<file path="src/rtl/simon_sequence_player.sv">
// Simon Says pattern source: grows a pseudo-random sequence of 2-bit symbols,
// replays it as timed LED flashes and offers a combinational read port for
// the answer checker.
//
// state | meaning
// IDLE  | waiting for start/extend, LED dark
// SHOW  | symbol mem[idx] lit for ON_CYCLES cycles
// GAP   | dark pause of OFF_CYCLES cycles after each symbol
module simon_sequence_player #(
  parameter int          MAX_LEN    = 32,
  parameter int          ON_CYCLES  = 4,
  parameter int          OFF_CYCLES = 2,
  parameter logic [7:0]  SEED       = 8'hA5
) (
  input  logic       clk,
  input  logic       rst_n,
  input  logic       start,
  input  logic       extend,
  input  logic [5:0] rd_idx,
  output logic [1:0] rd_sym,
  output logic       led_on,
  output logic [1:0] led_sym,
  output logic       play_busy,
  output logic       play_done,
  output logic [5:0] seq_len,
  output logic       full
);

  localparam int TMAX = (ON_CYCLES > OFF_CYCLES) ? ON_CYCLES : OFF_CYCLES;
  // tcnt only has to reach TMAX-1 before the phase ends
  localparam int TW = (TMAX > 1) ? $clog2(TMAX) : 1;
  localparam logic [TW-1:0] ON_LAST  = TW'(ON_CYCLES - 1);
  localparam logic [TW-1:0] OFF_LAST = TW'(OFF_CYCLES - 1);
  localparam logic [5:0]    LEN_MAX  = 6'(MAX_LEN);

  typedef enum logic [1:0] {ST_IDLE, ST_SHOW, ST_GAP} state_t;

  state_t          state_q, state_d;
  logic [5:0]      seq_len_q, seq_len_d;
  logic [5:0]      idx_q, idx_d;
  logic [TW-1:0]   tcnt_q, tcnt_d;
  logic [7:0]      lfsr_q, lfsr_d;
  logic            play_done_q, play_done_d;
  logic [1:0]      mem_q [MAX_LEN];
  logic [1:0]      mem_d [MAX_LEN];
  logic            wr_en;
  logic [5:0]      wr_addr;
  logic            full_w;

  assign full_w = (seq_len_q == LEN_MAX);

  // Sequencer: command acceptance, dwell timing and playback index
  always_comb begin
    state_d     = state_q;
    seq_len_d   = seq_len_q;
    idx_d       = idx_q;
    tcnt_d      = tcnt_q;
    play_done_d = 1'b0;
    wr_en       = 1'b0;
    wr_addr     = seq_len_q;
    lfsr_d      = {lfsr_q[6:0], lfsr_q[7] ^ lfsr_q[5] ^ lfsr_q[4] ^ lfsr_q[3]};

    if (start) begin
      // a new game overrides anything in flight, including a pending done
      wr_en     = 1'b1;
      wr_addr   = 6'd0;
      seq_len_d = 6'd1;
      idx_d     = 6'd0;
      tcnt_d    = '0;
      state_d   = ST_SHOW;
    end else begin
      case (state_q)
        ST_IDLE: begin
          if (extend && (seq_len_q != 6'd0)) begin
            if (!full_w) begin
              wr_en     = 1'b1;
              wr_addr   = seq_len_q;
              seq_len_d = seq_len_q + 6'd1;
            end
            idx_d   = 6'd0;
            tcnt_d  = '0;
            state_d = ST_SHOW;
          end
        end
        ST_SHOW: begin
          if (tcnt_q == ON_LAST) begin
            tcnt_d  = '0;
            state_d = ST_GAP;
          end else begin
            tcnt_d = tcnt_q + TW'(1);
          end
        end
        ST_GAP: begin
          if (tcnt_q == OFF_LAST) begin
            tcnt_d = '0;
            if (idx_q == seq_len_q - 6'd1) begin
              state_d     = ST_IDLE;
              play_done_d = 1'b1;
            end else begin
              idx_d   = idx_q + 6'd1;
              state_d = ST_SHOW;
            end
          end else begin
            tcnt_d = tcnt_q + TW'(1);
          end
        end
        default: state_d = ST_IDLE;
      endcase
    end
  end

  // Symbol store write: the appended symbol is the LFSR value before this edge
  always_comb begin
    for (int i = 0; i < MAX_LEN; i++) begin
      mem_d[i] = (wr_en && (wr_addr == 6'(i))) ? lfsr_q[1:0] : mem_q[i];
    end
  end

  // Read muxes for the checker port and the LED display
  always_comb begin
    rd_sym  = 2'b00;
    led_sym = 2'b00;
    for (int i = 0; i < MAX_LEN; i++) begin
      if ((rd_idx == 6'(i)) && (rd_idx < seq_len_q)) rd_sym = mem_q[i];
      if ((state_q == ST_SHOW) && (idx_q == 6'(i)))  led_sym = mem_q[i];
    end
  end

  // State registers with asynchronous reset
  always_ff @(posedge clk or negedge rst_n) begin
    if (!rst_n) begin
      state_q     <= ST_IDLE;
      seq_len_q   <= 6'd0;
      idx_q       <= 6'd0;
      tcnt_q      <= '0;
      lfsr_q      <= SEED;
      play_done_q <= 1'b0;
      for (int i = 0; i < MAX_LEN; i++) mem_q[i] <= 2'b00;
    end else begin
      state_q     <= state_d;
      seq_len_q   <= seq_len_d;
      idx_q       <= idx_d;
      tcnt_q      <= tcnt_d;
      lfsr_q      <= lfsr_d;
      play_done_q <= play_done_d;
      for (int i = 0; i < MAX_LEN; i++) mem_q[i] <= mem_d[i];
    end
  end

  assign led_on    = (state_q == ST_SHOW);
  assign play_busy = (state_q != ST_IDLE);
  assign play_done = play_done_q;
  assign seq_len   = seq_len_q;
  assign full      = full_w;

endmodule
</file>
<file path="config.mk">
export PLATFORM = sky130hd
export DESIGN_NAME = simon_sequence_player
export DESIGN_NICKNAME = d
export VERILOG_FILES = /design/src/rtl/simon_sequence_player.sv
export SDC_FILE = /design/constraint.sdc
export NUM_CORES = 1
export LEC_CHECK = 0
export CAP_MARGIN = 20
export CELL_PAD_IN_SITES_DETAIL_PLACEMENT = 1
export CELL_PAD_IN_SITES_GLOBAL_PLACEMENT = 2
export CORE_MARGIN = 3
export CORE_UTILIZATION = 43
export DETAILED_ROUTE_END_ITERATION = 10
export MAX_ROUTING_LAYER = met4
export PLACE_DENSITY = 0.89
export SYNTH_ARGS = -nofsm -noshare
export SYNTH_HDL_FRONTEND = slang
export SYNTH_SLANG_ARGS = --single-unit
</file>
<file path="constraint.sdc">
create_clock -name clk -period 3.79 [get_ports clk]
set_input_delay 0.5685 -clock clk [delete_from_list [all_inputs] [get_ports clk]]
set_output_delay 0.5685 -clock clk [all_outputs]
set_load 0.005 [all_outputs]
</file>
After elaboration in Yosys (flattened, before gate mapping)
Index checks and enable logic that the tools add are counted. Widths: inputs -> output; s select.

Add/subtract/negate cells: 4. Reduce and logical (&&, ||, !) cells: 111. Equality and inequality tests: 104. Bitwise gates (word level): 3. Order comparisons: 1. Mux-type cells: 93.

Operators by type and width (count): $eq 6x5->1 const B (48); $eq 6x4->1 const B (24); $mux 2 (72); $logic_and 1x1->1 (97); $eq 6x3->1 const B (12); $mux 6 (9); $eq 6x2->1 const B (6); $eq 6x1->1 const B (3); $logic_not 6->1 (3); $add 6x1->6 const B (2); $pmux 2 s3 (2); $pmux 6 s2 (1); $mux 1 (9); $ne 3x3->1 const B (3); $eq 6x6->1 (1); $eq 6x6->1 const B (1); $lt 6x6->1 (1); $reduce_and 3->1 (2); $reduce_bool 2->1 (3); $reduce_bool 6->1 (1); $sub 6x1->6 const B (1); $eq 2x1->1 const B (2); $eq 2x2->1 const B (2); $reduce_and 4->1 (1); other kinds (8) (10).

Logic and storage cells: 354. Register bits after elaboration: 89.

Depth between registers and ports, before layout
Gate-level depths: netlist of run 1.

Depth in word-level cells: 34. Depth in mapped cells: 10. Depth with buffers taken out: 8.

Worst setup path before layout of run 1
Ideal clock, no wire load.

Kind: register to output. Start point: register seq_len_q[4], in the netlist seq_len[4]. End point: output port rd_sym[0]. Data required time: 3.222 ns. Path buffers: 0. Path slack: 1.037 ns. Cell stages (with the launch flop): 9. Arrival: 2.184 ns. Cell sequence: dfrtp_1 clkinv_1 ha_1 a21o_1 a211o_1 a41o_1 o32ai_1 o22ai_1 a32oi_1.

Longest elaborated chain between the ends: 34. Elaborated cells between the ends (all ways): 65. Those cells by class: 1 x order compare; 32 x mux; 32 x reduce/logical.

RTL lines: start, declared (line 39) `logic [5:0] seq_len_q, seq_len_d;`; start signal, assigned (line 141) `seq_len_q <= seq_len_d;`; $lt 6x6->1 (*) (line 124) `if ((rd_idx == 6'(i)) && (rd_idx < seq_len_q)) rd_sym = mem_q[i];`; $logic_and 1x1->1 (line 124); $mux 2 (31 in a row) (line 124); $mux 2 (*) (line 124); end, declared (line 20) `output logic [1:0] rd_sym,`.

Every way passes the cells marked *; elsewhere a longest branch is shown, timed or not.

Worst setup path after layout of run 1
Start point: register state_q[1]. End point: output port led_sym[0].

Longest elaborated chain between the ends: 34. Elaborated cells between the ends (all ways): 65. Those cells by class: 1 x eq/ne; 32 x mux; 32 x reduce/logical.

RTL lines: start, declared (line 38) `state_t state_q, state_d;`; start signal, assigned (line 140) `state_q <= state_d;`; $eq 2x1->1 (*) (line 125) `if ((state_q == ST_SHOW) && (idx_q == 6'(i))) led_sym = mem_q[i];`; $logic_and 1x1->1 (line 125); $mux 2 (31 in a row) (line 125); $mux 2 (*) (line 125); end, declared (line 22) `output logic [1:0] led_sym,`.

Marked as above.

==> results by group, run 1 <==
Drt
  – Wire per inst: approximately 23 um
  – Via Count: between 4000 and 5000
  – Via-to-Cell Ratio: just over 6
  – Post-route DRC: 0
  – DRT Pass-1 Iters: 5
  – Final WL: 18.7 mm
  – Antenna Violating Nets Remaining: 0
  – Initial DRC Count: 430

Timing
  – Setup violators final: 0
  – Final worst slack: roughly 0.12 ns
  – Achievable frequency: ~270 MHz
  – Final Hold Viols: 0
  – Max Clock Skew: 0.0114 ns
  – Fin crit period: 3.67 ns
  – Fin. max-slew vios: 0
  – Least-Margin Pin Slew: ~0.97 ns
  – RSZ-0062 raised after global routing: false
  – Final worst-path cycle share: 0.968
  – Worst slew margin: 0.352
  – Setup TNS: 0 ns
  – Hold_ws: ~0.25 ns

Setup path
  – Critical path data arrival time: 3.10 ns
  – Crit Reg-Reg Endpoint: mem_q[1]$_DFFE_PN0P_
  – Crit Path Max Fanout: 5
  – Worst Setup Start Kind: register
  – Slowest cell on crit path: clkdlybuf4s50_1
  – CP bufs+invs: 2
  – Flop2flop setup slack: around 0.56 ns
  – Crit path required time: 3.22 ns
  – WS Path Type: register to output pin
  – Critical Path End Type: output pin
  – Worst flop-to-flop path startpoint: seq_len[0]$_DFFE_PN0P_
  – Top delay family on crit path: simple AND/OR/NAND/NOR gates
  – Depth of the most critical reg-to-reg path: 8
  – Peak per-stage delay on the critical path: 0.55 ns
  – CP cell instances: inv_1, ha_1, nand3b_1, or3_4, a2bb2oi_1, o2111ai_1, nor2_1, a211oi_2, clkdlybuf4s50_1

Floorplan
  – Initial Util: 0.449
  – Die width: between 100 and 150 um
  – Die height: roughly 120 um
  – Die area: about 15000 um2
  – Core ar.: around 13000 um2
  – Number of top-level pins: 24
  – Rows: 41

Global routing
  – Grt ovf: 0
  – Gr usage total: 0.274
  – Pin count of the biggest net entering global routing: 51
  – Vias in the first global route: around 5300
  – First-pass GRT wire length: between 30 and 40 mm
  – Initial antenna violation count: 0

Place
  – HPWL after DPL: around 13 mm
  – Cell count after placement: between 700 and 800
  – Port Buf Inserts: 23
  – Dpl ws: -0.0652 ns
  – Cell Area, Placed: roughly 6300 um2
  – RePlAce Congestion: a little under 1

Finish
  – Post-layout util: 0.529
  – Most common cell after layout, fill and taps aside: dfrtp_1
  – Final Non-Filler Cells: between 800 and 900
  – Fin nets: about 670
  – Final Cell Area: slightly below 7000 um2
  – Synth-to-layout area growth: 18.0%
  – Most frequent cells in the layout: 83 x dfrtp_1, 81 x nand2_1, 65 x mux2_2, 41 x nor2_1, 35 x buf_4
  – Layout cells sized above 1: 0.241
  – Antenna cells: 0
  – Fillers: 1470

Synth
  – Yosys top cell area share: 0.370
  – Area leader, netlist: dfrtp_1
  – Synth warnings: 0
  – Avg Cell Area, Syn: 9.57 um2
  – Synth cell types: 64
  – Net Count, Synth: 629
  – Synthesized cell area: roughly 5800 um2
  – Synth Flop Type: dfrtp_1
  – EDFF count, synth: 0
  – Post-synth ARST share: 1.00
  – Cells after Synth: 601
  – Seq/Total Area, Yosys: 0.388
  – #FFs+latches synth: between 80 and 90
  – Most area-consuming cells after synthesis: dfrtp_1 37%, mux2_2 13%, nand2_1 5.3%

Power
  – Pwr dens: about 370 nW/um2
  – Clock power share: 0.383
  – Leak Pwr: slightly below 3 nW
  – Cell-internal power: 1.71 mW
  – Sequential power share: 0.397
  – Net switching power: 0.811 mW
  – Worst vdd ir: about 260 uV
  – Total power: about 2.5 mW
  – Combinational fraction of design power: 0.220
  – Switch share: 0.322

Clock network
  – Num CTS Buffers: 9
  – TritonCTS Sinks: 89
  – Clk buf depth: 2
  – Clk slew on worst S/H paths: 0.08 ns
  – Htree depth: 3
  – CTS root buf: clkbuf_16
  – CTS tree: built
  – Skew-Pair Late Insertion Delay: around 0.36 ns
  – Post-CTS Hold Fix Bufs: 0

Hold path
  – Worst Hold Class: primary input to async pin

Outcome
  – Status: completed

Flow run
  – Max-Cap Viols: 0
area by class of cell:
class / instances / area [um2] / share of cell area
repair buffers: 60 / 537 / 0.0791
flip-flops and latches: 89 / 2230 / 0.329
clock inverters: 7 / 92.6 / 0.0136
inverters: 34 / 128 / 0.0188
clock buffers: 9 / 225 / 0.0332
multi-input cells: 443 / 3360 / 0.494
well taps: 172 / 215 / 0.0317
Yosys cell counts (9+ instances only):
cell,count
mux2i_1,14
a211oi_1,9
inv_1,33
clkbuf_1,23
nor2b_1,10
nand3_1,13
mux2_2,65
ha_1,18
dfrtp_1,85
nor2_1,41
a21oi_1,28
nor3_1,9
o21ai_0,17
xnor2_1,13
nand2_1,81
power groups by stage:
stage                     clock, mW  combinational, mW  sequential (mW)
after floorplan                   0              0.341             1.00
after global placement            0              0.526             1.01
after detailed placement          0              0.545             1.02
after CTS                     0.985              0.548            0.999
after global routing           1.02              0.605             1.00
final                         0.965              0.554            0.998
sequential cells by signal, summed over array words and instances, names as in the netlist:
register   flops
lfsr_q         8
tcnt_q         2
state_q        2
idx_q          6
seq_len        6
play_done      1
mem_q         64
how the worst max path moves through the flow:
stage | slack [ns] | endpoint | startpoint | cells after the start
2_1_floorplan | 1.04 | rd_sym[0] | seq_len[4]$_DFFE_PN0P_ | 8
3_3_place_gp | 0.01 | rd_sym[0] | rd_idx[4] | 9
3_5_place_dp | -0.07 | rd_sym[0] | rd_idx[4] | 9
4_1_cts | -0.03 | led_sym[0] | idx_q[1]$_DFFE_PN0P_ | 9
5_1_grt | 0.005 | led_sym[0] | state_q[1]$_DFFE_PN0P_ | 9
6_report | 0.12 | led_sym[0] | state_q[1]$_DFFE_PN0P_ | 9
logic make-up after synthesis:
logic type / share of synthesized area
xor+xnor: 0.0259
buf+inv: 0.0465
simple gates: 0.170
fa+ha+maj: 0.0391
mux: 0.183
flops: 0.388
compound gates: 0.148
layer usage:
metal	share of wire	GRT usage	up-vias
li1	-	-	2248
met1	0.45	0.365	2516
met2	0.47	0.419	160
met3	0.057	0.0571	30
met4	0.023	0.0910	0
met5	0	-	-
timing repair:
action | 4_1_cts | 5_1_grt
resized for setup | 10 | 15
setup endpoints to repair | 3 | 4
setup buffers | 0 | 4
cloned | 0 | 0
pin swaps | 0 | 1
No activity file was read; power rests on OpenSTA's default activity.
==> run 2, diff against run 1 <==
--- a/config.mk
+++ b/config.mk
@@ -11,7 +11,6 @@
 export CORE_MARGIN = 3
 export CORE_UTILIZATION = 43
 export DETAILED_ROUTE_END_ITERATION = 10
-export MAX_ROUTING_LAYER = met4
 export PLACE_DENSITY = 0.89
 export SYNTH_ARGS = -nofsm -noshare
 export SYNTH_HDL_FRONTEND = slang
==> run 2 against run 1 <==
Critical path depth is the same. Sequential power is essentially flat. First-iteration DRC count shrank 6.5%. Core utilization grew 0.26 points. Count of clock-buffer cells in the layout is the same. Die area is the same. Clock skew shrank 0.0012 ns. Final cell count is the same. Combinational power grew 2%. Fmax shrank 0.71%. Sequential share of layout area shrank 0.11 points. Via count grew 0.65%. Critical path type unchanged. Largest cell class unchanged. Highest routed layer unchanged.
==> results by group, run 2 (synthesized netlist as in run 1, its figures left out) <==
Timing
  – Worst slew margin: 0.316
  – Final worst-path cycle share: 0.975
  – Hold_ws: a little over 0.05 ns
  – Final Hold Viols: 0
  – Final worst slack: ~0.096 ns
  – Fin crit period: approximately 3.7 ns
  – Setup violators final: 0
  – Fin. max-slew vios: 0
  – Max Clock Skew: about 0.010 ns
  – Achievable frequency: about 270 MHz
  – Least-Margin Pin Slew: 1.02 ns

Clock network
  – CTS root buf: clkbuf_16
  – TritonCTS Sinks: 89
  – Clk slew on worst S/H paths: roughly 0.070 ns
  – Num CTS Buffers: 9
  – CTS tree: built
  – Htree depth: 3
  – Clk buf depth: 2
  – Skew-Pair Late Insertion Delay: around 0.36 ns

Floorplan
  – Die height: 122 um
  – Core ar.: 12800 um2
  – Rows: 41
  – Initial Util: 0.449
  – Die width: approximately 120 um
  – Number of top-level pins: 24
  – Die area: ~15000 um2

Setup path
  – Critical path data arrival time: 3.13 ns
  – Crit path required time: 3.22 ns
  – Crit Path Max Fanout: 5
  – Peak per-stage delay on the critical path: 0.55 ns
  – WS Path Type: register to output pin
  – Depth of the most critical reg-to-reg path: 8
  – Critical Path End Type: output pin
  – CP cell instances: inv_1, ha_1, nand3b_1, or3_4, a2bb2oi_1, o2111ai_1, nor2_1, a211oi_2, clkdlybuf4s50_1
  – Worst Setup Start Kind: register
  – Levels on crit path: 9
  – Slowest cell on crit path: clkdlybuf4s50_1
  – Top delay family on crit path: simple AND/OR/NAND/NOR gates
  – CP bufs+invs: 2

Place
  – Cell Area, Placed: about 6300 um2
  – HPWL after DPL: about 13 mm
  – Port Buf Inserts: 23
  – Dpl ws: -0.0488 ns
  – RePlAce Congestion: 0.965
  – Cell count after placement: 792

Global routing
  – GR Util met3: 0.0436
  – GRT Max-Usage Layer: met2
  – Initial antenna violation count: 0
  – First-pass GRT wire length: roughly 30 mm
  – Routing usage on met1: 0.357
  – Grt ovf: 0
  – Gr usage total: 0.260
  – Vias in the first global route: 5343
  – Pin count of the biggest net entering global routing: just over 80
  – Met2 usage: 0.419

Power
  – Worst vdd ir: 282 uV
  – Pwr dens: about 370 nW/um2
  – Leak Pwr: 2.91 nW

Drt
  – Antenna Violating Nets Remaining: 0
  – Wire per inst: about 23 um
  – Initial DRC Count: ~400
  – Via Count: 4986
  – Final WL: around 19 mm
  – DRT Pass-1 Iters: 5
  – Post-route DRC: 0
  – Via-to-Cell Ratio: ~6

Finish
  – Top reg by flops: mem_q
  – Fin nets: approximately 670
  – Final Non-Filler Cells: 814
  – Max FFs per register: 64
  – Largest regs: mem_q (64), lfsr_q (8)
  – Final Cell Area: approximately 6800 um2
  – Most frequent cells in the layout: 81 x nand2_1, 80 x dfrtp_1, 65 x mux2_2, 41 x nor2_1, 34 x buf_4
  – Layout cells sized above 1: 0.248
  – Synth-to-layout area growth: 18.6%
  – Antenna cells: 0
  – Most common cell after layout, fill and taps aside: nand2_1

Hold path
  – Worst Hold Class: primary input to async pin

Flow run
  – Max-Cap Viols: 0

Outcome
  – Status: completed
## run 2: cell count changes in the layout (fill, tap and decap cells not counted), sizes merged
cell	before	now
clkinv	3	5
inv	37	35
## run 2: routing by layer
metal  vias up  part of all wire
li1       2248                 -
met1      2566              0.45
met2       142              0.47
met3        30             0.052
met4         0             0.023
met5         -                 0
## run 2: cell type report
cell class	count	area [um2]
fill	1468	6000
multi-input combinational	443	3370
sequential	89	2240
timing repair buffer	60	569
clock buffer	9	225
tap	172	215
inverter	34	128
clock inverter	7	78.8
## run 2: path summary, 6_finish.rpt
check | from | slack (ns) | end
max | state_q[1]$_DFFE_PN0P_ | 0.1 | led_sym[0]
min reg2reg | lfsr_q[6]$_DFF_PN0_ | 0.35 | lfsr_q[7]$_DFF_PN1_
max in group asynchronous | rst_n | 2.92 | mem_q[45]$_DFFE_PN0P_
min | rst_n | 0.05 | mem_q[32]$_DFFE_PN0P_
max reg2reg | seq_len[0]$_DFFE_PN0P_ | 0.70 | mem_q[0]$_DFFE_PN0P_
min in group clk | lfsr_q[6]$_DFF_PN0_ | 0.35 | lfsr_q[7]$_DFF_PN1_
## run 2: worst register-to-register path, delay by kind of cell, from the launching register on
kind	cells	cell delay, ns
AND/OR/NAND/NOR	4	1.40
flip-flops	1	0.59
multiplexers	1	0.32
buffers and inverters	2	0.38
adder cells (fa/ha/maj)	1	0.28
## run 2: power by group
| group | switching [mW] | internal [mW] | leakage (nW) |
|---|---|---|---|
| clock | 0.426 | 0.519 | 0.150 |
| combinational | 0.351 | 0.212 | 1.56 |
| sequential | 0.0310 | 0.967 | 1.21 |
| total | 0.808 | 1.70 | 2.91 |
## run 2: what timing repair did
action                     CTS  global route
gates resized for setup      9            21
setup endpoints to repair    3             4
hold buffers                 0             0
setup buffers                0             4
pin swaps                    0             1
## run 2: metrics by stage
step	TNS, ns	power (mW)	util
final	0	2.51	0.532
after global routing	-0.0570	2.62	0.532
after floorplan	0	1.35	-
after CTS	0	2.51	0.517
after detailed placement	-0.0488	1.56	0.492
after global placement	-0.00426	1.54	0.492
==> run 3, diff against run 2 <==
--- a/config.mk
+++ b/config.mk
@@ -12,6 +12,7 @@
 export CORE_UTILIZATION = 43
 export DETAILED_ROUTE_END_ITERATION = 10
 export PLACE_DENSITY = 0.89
+export REMOVE_ABC_BUFFERS = 1
 export SYNTH_ARGS = -nofsm -noshare
 export SYNTH_HDL_FRONTEND = slang
 export SYNTH_SLANG_ARGS = --single-unit
==> run 3 against run 2 <==
Design area decreased by 1.1%. Via count about the same. Global-route usage increased by 0.67 points. Final cell count increased by 0.61%. Count of clock-buffer cells in the layout unchanged. Core utilization decreased by 0.60 points. Die area unchanged. Hold slack improved by 0.14 ns. Non-clock buffer count increased by 5. Clock power decreased by 5.7%. Sequential share of layout area increased by 0.30 points. Flip-flop and latch count unchanged. Critical path type unchanged. Critical endpoint is now led_sym[1]. Largest power group unchanged.
==> results by group, run 3 (synthesized netlist as in run 1, its figures left out) <==
Setup path
  – Crit Path Max Fanout: 10
  – WS Path Type: register to output pin
  – Critical path data arrival time: between 3 and 4 ns
  – Worst flop-to-flop path startpoint: seq_len[0]$_DFFE_PN0P_
  – Worst Setup Start Kind: register
  – Critical Path End Type: output pin
  – Depth of the most critical reg-to-reg path: 7
  – Setup crit start: idx_q[0]$_DFFE_PN0P_
  – Crit path required time: 3.22 ns

Power
  – Combinational fraction of design power: 0.228
  – Net switching power: just over 0.8 mW
  – Cell-internal power: 1.64 mW
  – Switch share: 0.331
  – Pwr dens: between 300 and 400 nW/um2
  – Leak Pwr: just under 3 nW
  – Total power: roughly 2.5 mW
  – Worst vdd ir: approximately 240 uV
  – Clock power share: 0.363
  – Sequential power share: 0.409

Global routing
  – Pin count of the biggest net entering global routing: 90
  – First-pass GRT wire length: a little over 30 mm
  – Gr usage total: 0.267
  – Vias in the first global route: around 5300
  – Grt ovf: 0
  – Initial antenna violation count: 0

Hold path
  – Worst Hold Class: primary input to async pin

Place
  – Port Buf Inserts: 23
  – RePlAce Congestion: 0.958
  – HPWL after DPL: approximately 14 mm
  – Cell Area, Placed: between 6000 and 7000 um2

Timing
  – Worst slew margin: 0.410
  – Final Hold Viols: 0
  – Fin crit period: around 3.7 ns
  – Max Clock Skew: roughly 0.0099 ns
  – Setup violators final: 0
  – Fin. max-slew vios: 0
  – Achievable frequency: between 200 and 300 MHz
  – Setup TNS: 0 ns
  – Final worst-path cycle share: 0.974
  – Least-Margin Pin Slew: around 0.9 ns
  – RSZ-0062 raised after global routing: true

Finish
  – Most frequent cells in the layout: 84 x dfrtp_1, 81 x nand2_1, 65 x mux2_2, 41 x nor2_1, 38 x buf_4
  – Top reg by flops: mem_q
  – Final Cell Area: approximately 6700 um2
  – Antenna cells: 0
  – Largest regs: mem_q (64), lfsr_q (8)
  – Fillers: ~1500
  – Seq. cell area: between 2000 and 2500 um2
  – Layout cells sized above 1: 0.230
  – Synth-to-layout area growth: 17.2%
  – Fin nets: between 600 and 700
  – Max FFs per register: 64
  – Multi-input logic area: approximately 3300 um2
  – Most common cell after layout, fill and taps aside: dfrtp_1

Floorplan
  – Core ar.: 12800 um2
  – Initial Util: 0.449
  – Die area: about 15000 um2
  – Rows: 41
  – Number of top-level pins: 24
  – Die height: around 120 um
  – Die width: approximately 120 um

Drt
  – Post-route DRC: 0
  – Initial DRC Count: between 400 and 500
  – Wire per inst: 22.8 um
  – Final WL: about 19 mm
  – Via-to-Cell Ratio: approximately 6
  – DRT Pass-1 Iters: 5
  – Antenna Violating Nets Remaining: 0
  – Via Count: roughly 5000

Clock network
  – Clk buf depth: 2
  – CTS tree: built
  – Skew-Pair Late Insertion Delay: about 0.36 ns
  – Post-CTS Hold Fix Bufs: 0
  – Htree depth: 3
  – Num CTS Buffers: 9
  – TritonCTS Sinks: 89
  – Clk slew on worst S/H paths: around 0.070 ns
  – CTS root buf: clkbuf_16

Outcome
  – Status: completed

Flow run
  – Max-Cap Viols: 0
-- run 3: cell types whose count changed in the layout (fill, tap and decap cells not counted), moves of 2 or more --
| cell | change |
|---|---|
| o32ai_1 | +2 |
| ha_1 | +3 |
| buf_4 | +4 |
| clkinv_4 | -2 |
| dfrtp_2 | -4 |
| dfrtp_1 | +4 |
| ha_4 | -4 |
| inv_6 | +2 |
| o32ai_2 | -2 |
-- run 3: critical path, stage by stage, from the launching register on --
cell	delay, ns
dfrtp_1	0.38
buf_4	0.16
ha_1	0.24
buf_4	0.19
nand3b_1	0.18
and2_1	0.19
a2bb2o_1	0.27
a211oi_1	0.22
o21ai_0	0.13
nor3_2	0.18
buf_4	0.14
clkdlybuf4s50_1	0.48
-- run 3: layout make-up --
type / count / area share
Multi-Input combinational cell: 443 / 0.485
Sequential cell: 89 / 0.331
Timing Repair Buffer: 65 / 0.0903
Clock buffer: 9 / 0.0334
Tap cell: 172 / 0.0319
Inverter: 34 / 0.0189
Clock inverter: 7 / 0.00890
-- run 3: power groups by stage --
| stage | Sequential [mW] | Combinational [mW] | Clock, mW |
|---|---|---|---|
| 2_1_floorplan | 1.01 | 0.305 | 0 |
| 3_3_place_gp | 1.02 | 0.530 | 0 |
| 3_5_place_dp | 1.02 | 0.547 | 0 |
| 4_1_cts | 1.00 | 0.554 | 0.907 |
| 5_1_grt | 1.01 | 0.622 | 0.951 |
| 6_report | 1.00 | 0.559 | 0.891 |
-- run 3: routing by layer --
metal	global-route usage	up-vias	wire length, um
met5	0	-	0
met4	0.122	0	804
met3	0.0450	45	858
met2	0.437	150	9080
met1	0.347	2531	7960
li1	-	2259	-
-- run 3: per-stage QoR --
step	hold WS (ns)	setup WS (ns)	utilization	instances
after global routing	0.226	-0.0762	0.526	819
final	0.192	0.0992	0.526	819
after detailed placement	0.341	-0.0231	0.496	797
after global placement	0.339	-0.0297	0.496	797
after floorplan	0.273	1.04	-	566
after CTS	0.366	0.00126	0.519	813
-- run 3: path summary, 6_finish.rpt --
check	endpoint	slack (ns)
max	led_sym[1]	0.1
min	lfsr_q[6]$_DFF_PN0_	0.19
max reg2reg	mem_q[0]$_DFFE_PN0P_	0.57
min reg2reg	lfsr_q[7]$_DFF_PN1_	0.36
max in group asynchronous	lfsr_q[2]$_DFF_PN1_	2.93
min in group clk	lfsr_q[7]$_DFF_PN1_	0.36
-- run 3: what timing repair did --
action                     in CTS  in global routing
pin swaps                       1                  2
cloned                          0                  0
buffers inserted                0                  4
gates resized for setup         3                  8
setup endpoints to repair       3                  3
